**src/rtl/fetch_align_pkg.sv**
```systemverilog
// Shared types and helpers for the halfword-granular instruction fetch FIFO.
package fetch_align_pkg;

    localparam int HALF_W  = 16;
    localparam int INSTR_W = 32;

    typedef logic [HALF_W-1:0] half_t;

    // RISC-V: a halfword whose two LSBs are not 2'b11 starts a 16-bit instruction.
    function automatic logic is_compressed(input half_t h);
        return h[1:0] != 2'b11;
    endfunction

endpackage

```
**src/rtl/fetch_align_mem.sv**
```systemverilog
// CAP x 16-bit register file: two write ports for a full fetch word,
// two combinational read ports for the head instruction.
module fetch_align_mem
    import fetch_align_pkg::*;
#(
    parameter  int CAP   = 8,
    localparam int PTR_W = $clog2(CAP)
) (
    input  logic             clk_i,
    input  logic             we0_i,
    input  logic [PTR_W-1:0] waddr0_i,
    input  half_t            wdata0_i,
    input  logic             we1_i,
    input  logic [PTR_W-1:0] waddr1_i,
    input  half_t            wdata1_i,
    input  logic [PTR_W-1:0] raddr0_i,
    input  logic [PTR_W-1:0] raddr1_i,
    output half_t            rdata0_o,
    output half_t            rdata1_o
);

    half_t mem_q [CAP];

    // Halfword writes; the two ports always target adjacent, distinct entries.
    // NOTE: no reset on the array -- occupancy is tracked by the count, so stale
    // entries are never observed, and a reset here would block RAM/flop-array mapping.
    // NOTE: sequential state uses non-blocking assignments so all flops update together.
    always_ff @(posedge clk_i) begin
        if (we0_i) mem_q[waddr0_i] <= wdata0_i;
        if (we1_i) mem_q[waddr1_i] <= wdata1_i;
    end

    assign rdata0_o = mem_q[raddr0_i];
    assign rdata1_o = mem_q[raddr1_i];

endmodule

```
**src/rtl/fetch_align_fifo.sv**
```systemverilog
// Instruction-fetch FIFO storing 32-bit fetch words at halfword granularity and
// presenting one realigned (16- or 32-bit) RISC-V instruction per handshake.
module fetch_align_fifo
    import fetch_align_pkg::*;
#(
    parameter  int DEPTH = 4,
    localparam int CNT_W = $clog2(2*DEPTH+1)
) (
    input  logic               clk_i,
    input  logic               rst_i,
    input  logic               flush_i,
    input  logic               push_valid_i,
    output logic               push_ready_o,
    input  logic [INSTR_W-1:0] push_data_i,
    input  logic               push_offset_i,
    output logic               pop_valid_o,
    input  logic               pop_ready_i,
    output logic [INSTR_W-1:0] pop_data_o,
    output logic               pop_compressed_o,
    output logic [CNT_W-1:0]   count_o
);

    localparam int CAP   = 2 * DEPTH;
    localparam int PTR_W = $clog2(CAP);

    logic [PTR_W-1:0] rd_ptr_q, wr_ptr_q;
    logic [CNT_W-1:0] count_q;
    half_t            h0, h1;
    logic             head_compressed;
    logic             push_fire, pop_fire;
    logic [1:0]       push_step, pop_step;

    fetch_align_mem #(.CAP(CAP)) u_mem (
        .clk_i    (clk_i),
        .we0_i    (push_fire && !flush_i),
        .waddr0_i (wr_ptr_q),
        .wdata0_i (push_offset_i ? push_data_i[31:16] : push_data_i[15:0]),
        .we1_i    (push_fire && !flush_i && !push_offset_i),
        .waddr1_i (wr_ptr_q + PTR_W'(1)),
        .wdata1_i (push_data_i[31:16]),
        .raddr0_i (rd_ptr_q),
        .raddr1_i (rd_ptr_q + PTR_W'(1)),
        .rdata0_o (h0),
        .rdata1_o (h1)
    );

    assign head_compressed = is_compressed(h0);

    // Conservative: always leave room for a full word, whatever the offset.
    assign push_ready_o = !rst_i && (count_q <= CNT_W'(CAP - 2));
    assign push_fire    = push_valid_i && push_ready_o;
    assign pop_fire     = pop_valid_o && pop_ready_i;
    assign push_step    = push_fire ? (push_offset_i ? 2'd1 : 2'd2) : 2'd0;
    assign pop_step     = pop_fire ? (head_compressed ? 2'd1 : 2'd2) : 2'd0;
    assign count_o      = count_q;

    // Head decode: a 32-bit instruction needs both of its halfwords present.
    // NOTE: every output gets a default first so no path can infer a latch.
    always_comb begin
        pop_valid_o      = 1'b0;
        pop_compressed_o = 1'b0;
        pop_data_o       = '0;
        if (count_q != '0) begin
            pop_compressed_o = head_compressed;
            if (head_compressed) begin
                pop_valid_o = 1'b1;
                pop_data_o  = {{(INSTR_W-HALF_W){1'b0}}, h0};
            end else if (count_q >= CNT_W'(2)) begin
                pop_valid_o = 1'b1;
                pop_data_o  = {h1, h0};
            end
        end
    end

    // Pointer and occupancy update; flush wins over any concurrent push/pop.
    always_ff @(posedge clk_i or posedge rst_i) begin
        if (rst_i) begin
            rd_ptr_q <= '0;
            wr_ptr_q <= '0;
            count_q  <= '0;
        end else if (flush_i) begin
            rd_ptr_q <= '0;
            wr_ptr_q <= '0;
            count_q  <= '0;
        end else begin
            wr_ptr_q <= wr_ptr_q + PTR_W'(push_step);
            rd_ptr_q <= rd_ptr_q + PTR_W'(pop_step);
            count_q  <= count_q + CNT_W'(push_step) - CNT_W'(pop_step);
        end
    end

endmodule

```
**config.mk**
```make
export PLATFORM = sky130hd
export DESIGN_NAME = fetch_align_fifo
export DESIGN_NICKNAME = d
export VERILOG_FILES = /design/src/rtl/fetch_align_pkg.sv /design/src/rtl/fetch_align_mem.sv /design/src/rtl/fetch_align_fifo.sv
export SDC_FILE = /design/constraint.sdc
export NUM_CORES = 1
export LEC_CHECK = 0
export BUFFER_PORTS_ARGS = -buffer_cell sky130_fd_sc_hd__buf_2
export CAP_MARGIN = 5
export CELL_PAD_IN_SITES_DETAIL_PLACEMENT = 1
export CELL_PAD_IN_SITES_GLOBAL_PLACEMENT = 1
export CORE_UTILIZATION = 46
export DETAILED_ROUTE_END_ITERATION = 8
export PLACE_DENSITY_LB_ADDON = 0.1
export SLEW_MARGIN = 30
export SYNTH_ARGS = -nofsm -noshare
export SYNTH_HDL_FRONTEND = slang
export SYNTH_SLANG_ARGS = --single-unit
```
**constraint.sdc**
```tcl
create_clock -name clk_i -period 3.7 [get_ports clk_i]
set_input_delay 0.37 -clock clk_i [delete_from_list [all_inputs] [get_ports clk_i]]
set_output_delay 0.37 -clock clk_i [all_outputs]
set_load 0.1 [all_outputs]
```
==> run summary, run 1 <==
Data arrives at the worst endpoint at 3.08 ns. The hold violation total from the final report is 0. The final global-route overflow total was 0; the fraction of the cycle the final worst path needs was 0.931. The die boundary width is 138 um. The critical path buffer and inverter count was 2; the number of I/O pins was 77. The relative slew slack came out at 0.386. Post-CTS repair changed the size of 0 cells.

The type of the worst setup path is flip-flop to primary output. The run gives 0.579 as the share of the core filled with cells in the final layout. The family of cells with the greatest summed delay on the critical path is multiplexers. The logs give 0.294 for the overall global routing resource usage and 8490 um2 for the summed instance area of the synthesized netlist.

The logs give 30 for the largest net degree at the start of global routing and 49 for the number of placement rows. The total count of max-transition violations in the final report is 0, and the buffers inserted during post-CTS setup optimization is 0. In this run the number of H-tree levels came out at 4. The run gives 0.48 ns as the slack of the worst reg-to-reg path. TritonCTS built the clock tree. Setup total negative slack on the finished layout was measured at 0 ns. Via count of the first global-routing pass: 6265. Data on the critical path is required at its endpoint by 3.33 ns. Time the worst path needs with I/O delays and setup: 3.45 ns. The logs give 16.9 mm for the estimated wirelength of the detail-placed design and 0.477 ns for the post-placement worst setup slack. IR analysis of the VDD net gives a maximum drop of 0.790 mV. The critical path launch point type is a flip-flop. The total number of vias is 5688, and the area growth from synthesis to final layout is 23.0%.

On the worst path, the slowest cell contributes a delay of 0.63 ns. Setup repair after global routing left no endpoint under its margin. The power per cell area came out at 840 nW/um2. During placement, the flow inserted port buffers numbering 76. Post-route DRC violation count: 0. The flow ran to the end, and the final reports show no timing, DRC or antenna violations. The violation count after the first detailed-routing iteration is 479, and the standard cell core area is 18000 um2. The largest fanout on the critical path was 18. The most frequent standard cell in the layout excluding fill and tap cells was sky130_fd_sc_hd__mux2_2. The Yosys step of the flow raised 0 warnings. Once routing completed, OpenROAD measured the worst setup slack at 0.254 ns.

For the fmax, the log shows 290 MHz. For the worst-skew pair, the clock arrives at the later sink with an insertion delay of 0.43 ns. Before antenna repair, the detailed router went through 4 iterations. In this run the static leakage power is 3.64 nW.

For the total clock buffers created by CTS, the log shows 17. Placed cell area: 9810 um2. The first global-routing pass estimated 38.9 mm of wire. The logs give 0 for the total inserted antenna cells and 19000 um2 for the area of the die. The startpoint identified for the worst register-to-register timing path is rd_ptr_q[0]$_DFF_PP0_. In the synthesized netlist, the number of instances is 557. For this design, the slowest cell found on the critical path is sky130_fd_sc_hd__dfrtp_4. For the area of all placed cells without fillers, the log shows 10400 um2. The logs give 609 for the post-synthesis net count and 0 for the post-cts hold buffer count. The final number of setup-violating endpoints is 0. The min-delay analysis places its worst path in the category input port to async pin. Summed over all layers, the routed wires come to 25.9 mm.

The total instance count after detailed placement was 864; the flip-flop and latch count after synthesis was 138. The transition at the pin with the smallest max-transition slack was 0.921 ns; the worst clock skew was 0.00559 ns. The logs give 138 for the clock net sink count and 0.471 for the starting density of the core.

The number of routed nets with antenna violations was 0; the number of max-cap violations was 0. Dividing the detail-routed via count by the number of cells gives 6.35. The critical path goes through mux4_2, mux2i_1, nor3_2, buf_4, nor3_1, buf_12.

Yosys mapped the design onto 41 distinct sky130hd cell types. The tools report the endpoint kind of the worst setup timing path as a primary output. The endpoint identified for the worst register-to-register timing path is count_o[3]$_DFF_PP0_. The fraction of the yosys area taken by sequential cells was 0.482. For the final non-filler cell total, the log shows 896. In the layout the commonest cells are sky130_fd_sc_hd__mux2_2 (146), sky130_fd_sc_hd__edfxtp_1 (128), sky130_fd_sc_hd__mux4_2 (64), sky130_fd_sc_hd__buf_2 (49), sky130_fd_sc_hd__nand2_1 (37). Measured in cells, the most critical reg-to-reg path has a length of 11. Fill cells in the final layout number 1718.

For the routability-driven placement congestion ratio, the log shows 0.859. The initial antenna violation count is 0, and the overall die height is 138 um. The run gives 706 as the net total in the final layout.

The average routed wire per standard cell was 28.9 um. The ratio of cells with drive above 1 in the final layout is 0.571, and the average footprint of a synthesized cell is 15.2 um2. Clock tree synthesis selected as its root buffer the cell sky130_fd_sc_hd__clkbuf_16. The clock input transition at the sequential cells of the worst setup and hold paths came out at 0.06 ns.

Number of buffers on the longest clock path: 2.
-- cells by family (layout without fill, tap and decap cells) --
group,Yosys count,in the layout,synth area share
xor+xnor,7,7,0.00722
mux,226,226,0.382
flops,138,138,0.482
simple gates,84,84,0.0501
compound gates,37,37,0.0273
buf+inv,51,161,0.0265
fa+ha+maj,14,14,0.0242
-- through the flow --
stage / hold WS (ns) / total power [mW]
3_3_place_gp: 0.448 / 6.87
5_1_grt: 0.0390 / 9.08
4_1_cts: 0.0112 / 8.83
6_report: 0.0117 / 8.77
3_5_place_dp: 0.465 / 6.95
2_1_floorplan: 0.210 / 5.45
-- final cells by class --
| type | count | area (um2) | area share |
|---|---|---|---|
| clock inverters | 14 | 203 | 0.0194 |
| well taps | 229 | 287 | 0.0274 |
| multi-input cells | 368 | 4250 | 0.407 |
| clock buffers | 18 | 429 | 0.0411 |
| repair buffers | 113 | 1110 | 0.107 |
| inverters | 16 | 60.1 | 0.00575 |
| flip-flops and latches | 138 | 4100 | 0.393 |
-- cell usage after synthesis (all sizes together) --
library cell	instances	area share
a211o	1	0.0010
o21bai	4	0.0035
nand2	37	0.016
mux4	64	0.17
fa	4	0.0094
a21o	2	0.0018
xor2	2	0.0021
nand4	1	0.00074
nor2	9	0.0040
mux2i	16	0.019
o21ai	5	0.0029
nor2b	5	0.0037
nand3b	2	0.0018
xnor2	5	0.0052
and3	2	0.0015
nor3	15	0.0088
nand2b	2	0.0015
clkinv	1	0.00044
or3	1	0.00074
buf	23	0.014
clkbuf	12	0.0053
edfxtp	128	0.45
nand3	4	0.0029
a211oi	4	0.0056
ha	10	0.015
and2	1	0.00074
or4b	1	0.0016
nand4bb	1	0.0013
or2	1	0.00074
mux2	146	0.19
dfrtp	10	0.029
a21oi	21	0.012
inv	15	0.0066
nor3b	2	0.0037
-- worst max-delay path by stage --
stage | start | end | slack [ns] | cells past startpoint
floorplan | count_o[2]$_DFF_PP0_ | pop_data_o[10] | -0.60 | 6
global placement | rd_ptr_q[0]$_DFF_PP0_ | count_o[3]$_DFF_PP0_ | 0.53 | 11
detailed placement | rd_ptr_q[0]$_DFF_PP0_ | count_o[3]$_DFF_PP0_ | 0.48 | 11
CTS | rd_ptr_q[0]$_DFF_PP0_ | pop_data_o[5] | 0.25 | 6
global route | rd_ptr_q[0]$_DFF_PP0_ | pop_data_o[5] | 0.15 | 6
finish | rd_ptr_q[0]$_DFF_PP0_ | pop_data_o[6] | 0.25 | 6
-- flip-flops by register name, summed over array words and instances (netlist names) --
name and cells:
count_o 4, rd_ptr_q 3, u_mem.mem_q 128, wr_ptr_q 3
-- power by group --
group          switching [mW]  internal, mW  total (mW)
logic                    3.18          1.85        5.03
clock network           0.672          1.19        1.86
registers              0.0989          1.78        1.88
total                    3.95          4.82        8.77
-- routing by layer --
metal  GRT usage  vias up  routed length (um)  part of all wire
met3      0.0508       53                1200             0.046
met2       0.500      204               13400              0.52
met4       0.112        0                 712             0.027
met1       0.373     3020               10600              0.41
li1            -     2411                   -                 -
met5           0        -                   0                 0
(Power assumes the default switching activity.)
==> run 2, diff against run 1 <==
--- a/config.mk
+++ b/config.mk
@@ -9,6 +9,7 @@
 export CAP_MARGIN = 5
 export CELL_PAD_IN_SITES_DETAIL_PLACEMENT = 1
 export CELL_PAD_IN_SITES_GLOBAL_PLACEMENT = 1
+export CORE_ASPECT_RATIO = 0.6
 export CORE_UTILIZATION = 46
 export DETAILED_ROUTE_END_ITERATION = 8
 export PLACE_DENSITY_LB_ADDON = 0.1
==> run 2 against run 1 <==
Clock skew grew 0.0038 ns. Critical path depth is the same. Clock power is essentially flat. Sequential share of layout area grew 0.16 points. Flip-flop and latch count is the same. Combinational power is essentially flat. Hold slack gained 0.0094 ns. Critical endpoint unchanged. Largest cell class unchanged. Largest power group unchanged.
==> run summary, run 2 (synthesis gave the netlist of run 1 again) <==
The transition at the pin with the smallest max-transition slack was 0.777 ns (-0.144 ns). The worst setup path is of the flip-flop to primary output kind. In this run the worst hold path is classified as input port to async pin. For the total count of max-transition violations in the final report, the log shows 0 (unchanged). The tools report the net total in the final layout as 699 (-0.99%). The depth of the most critical reg-to-reg path works out to 11 (unchanged).

The count of cells resized by post-cts repair is 0 (unchanged). The reg-to-reg critical path endpoint is count_o[3]$_DFF_PP0_. The share of the core filled with cells in the final layout is 0.576 (-0.00365), and the overall die height is 107 um (-22%). Setup repair after global routing left no endpoint under its margin.

The post-cts hold buffer count was 0 (unchanged); the met1 routing resource usage after global routing was 0.412 (+0.0387). The number of buffers added on ports was 76 (unchanged). The starting density of the core was 0.470 (-0.00111). The number of flip-flops under the largest register name works out to 128 (unchanged).

The run gives 138 (unchanged) as the clock net sink count. The total design power was 8.78 mW (+0.12%); the number of placement rows was 38 (-22%). The startpoint identified for the worst register-to-register timing path is rd_ptr_q[0]$_DFF_PP0_. The tools report the number of routed nets with antenna violations as 0 (unchanged). The total detailed-routing wirelength came out at 25.4 mm (-1.9%). The run finished with clean final reports. Slack of the worst reg-to-reg path: 0.54 ns (+0.06 ns). For the overall global routing resource usage, the log shows 0.287 (-0.00671). The global routing stage identified its most utilized layer as met2. For the standby leakage power, the log shows 3.60 nW (-1.1%).

The fmax was 288 MHz (-0.70%). TritonCTS built the clock tree. The buffers inserted during post-CTS setup optimization was 0 (unchanged); the estimated wirelength of the detail-placed design was 15.9 mm (-6.2%). The tools report the standard cell core area as 18100 um2 (+0.24%). The area growth from synthesis to final layout works out to 22.5%. The run gives 19000 um2 (about the same) as the area of the die. In the layout the commonest cells are sky130_fd_sc_hd__mux2_2 (146), sky130_fd_sc_hd__edfxtp_1 (128), sky130_fd_sc_hd__mux4_2 (64), sky130_fd_sc_hd__buf_2 (48), sky130_fd_sc_hd__nand2_1 (37). The met2 routing resource usage after global routing was 0.441 (-0.0592).

The hold violation total from the final report came out at 0 (unchanged). For the number of I/O pins, the log shows 77 (unchanged). The logs give 0.588 mV (-25%) for the worst supply voltage drop on vdd and 3.33 ns (about the same) for the worst endpoint required time. The routability-driven placement congestion ratio was 0.811 (-5.6%); the worst clock skew was 0.00938 ns (+0.00379 ns).

The tools report the H-tree level count as 4 (unchanged). The tools report the number of search-and-repair iterations in the first detailed-routing pass as 8 (+4). Placed cell area: 9770 um2 (-0.42%).

The register with the most flip-flops in the final layout is u_mem.mem_q. CTS placed an instance of sky130_fd_sc_hd__clkbuf_16 at the clock tree root. Final global-route overflow total: 0 (unchanged).

The relative slew slack was 0.478 (+0.0925); the number of vias per cell after detailed routing was 6.28 (-1.0%). The latest clock arrival within the worst-skew pair was 0.43 ns (about the same). Average routed wire per standard cell: 28.3 um (-2.2%). The die boundary width was 177 um (+29%).

The largest net degree at the start of global routing was 27 (-10%). The run gives 3.10 ns (+0.02 ns) as the data arrival at the endpoint of the critical path. The fraction of met3 tracks used by global routing was 0.0599 (+0.00916); the area of all placed cells without fillers was 10400 um2 (-0.40%). Global-route wire length before repair: 38.6 mm (-0.66%). Via count of the first global-routing pass: 6116 (-2.4%).

The post-route DRC violation count is 0 (unchanged). The power per cell area was 844 nW/um2 (+0.51%); the final setup TNS was 0 ns (unchanged). The logs give 0 (unchanged) for the final number of setup-violating endpoints and 17 (unchanged) for the total clock buffers created by CTS. The violation count after the first detailed-routing iteration is 530 (+11%), and the initial antenna violation count is 0 (unchanged). The number of max-cap violations was 0 (unchanged).

The total inserted antenna cells is 0 (unchanged), and the fraction of the cycle the final worst path needs is 0.938 (+0.00659). The clock input transition at the sequential cells of the worst setup and hold paths is 0.06 ns (about the same), and the ratio of cells with drive above 1 in the final layout is 0.566 (-0.00521). The largest fanout on the critical path was 14 (-4); the time the worst path needs with I/O delays and setup was 3.47 ns (+0.0244 ns). The worst setup path is launched from a flip-flop. The endpoint kind of the worst setup timing path is a primary output. Leaving out fill and tap cells, the most frequent cell in the layout is sky130_fd_sc_hd__mux2_2. The tools report the number of buffers on the longest clock path as 2 (unchanged). The run gives 5648 (-0.70%) as the total number of vias.
==> run 2: critical path, cell delays in order, from the launching register on <==
cell and delay (ns):
sky130_fd_sc_hd__dfrtp_4 0.50, sky130_fd_sc_hd__mux4_2 0.53, sky130_fd_sc_hd__mux2i_1 0.46, sky130_fd_sc_hd__nor3_2 0.10, sky130_fd_sc_hd__buf_4 0.24, sky130_fd_sc_hd__nor3_1 0.59, sky130_fd_sc_hd__buf_12 0.26
==> run 2: how the worst max path moves through the flow <==
stage / startpoint / cells past startpoint / endpoint
final: rd_ptr_q[0]$_DFF_PP0_ / 6 / pop_data_o[6]
after global routing: rd_ptr_q[0]$_DFF_PP0_ / 7 / pop_data_o[17]
after CTS: rd_ptr_q[1]$_DFF_PP0_ / 6 / pop_data_o[6]
after detailed placement: rd_ptr_q[0]$_DFF_PP0_ / 11 / count_o[3]$_DFF_PP0_
after global placement: rd_ptr_q[0]$_DFF_PP0_ / 11 / count_o[3]$_DFF_PP0_
after floorplan: count_o[2]$_DFF_PP0_ / 6 / pop_data_o[10]
==> run 2: routing by layer <==
metal  vias to the layer above  wire length [um]
li1                       2414                 -
met1                      3002             11600
met2                       199             11900
met3                        33              1550
met4                         0               440
met5                         -                 0
==> run 2: cell type report <==
| class | instances | area [um2] |
|---|---|---|
| flip-flops and latches | 138 | 4100 |
| fillers | 1695 | 7670 |
| multi-input cells | 368 | 4260 |
| repair buffers | 106 | 1050 |
| inverters | 16 | 60.1 |
| clock inverters | 12 | 199 |
| clock buffers | 19 | 433 |
| well taps | 240 | 300 |
==> run 2: per-stage QoR <==
step                setup slack, ns  hold slack (ns)  std cells
detailed placement            0.567            0.483        868
CTS                           0.283           0.0351        899
finish                        0.230           0.0211        899
global route                  0.168           0.0548        899
global placement              0.651            0.459        868
floorplan                    -0.605            0.210        557
==> run 2: where the power goes <==
group          switching [mW]  total, mW  internal, mW
Sequential             0.0935       1.88          1.78
Combinational            3.19       5.03          1.84
Clock                   0.683       1.87          1.19
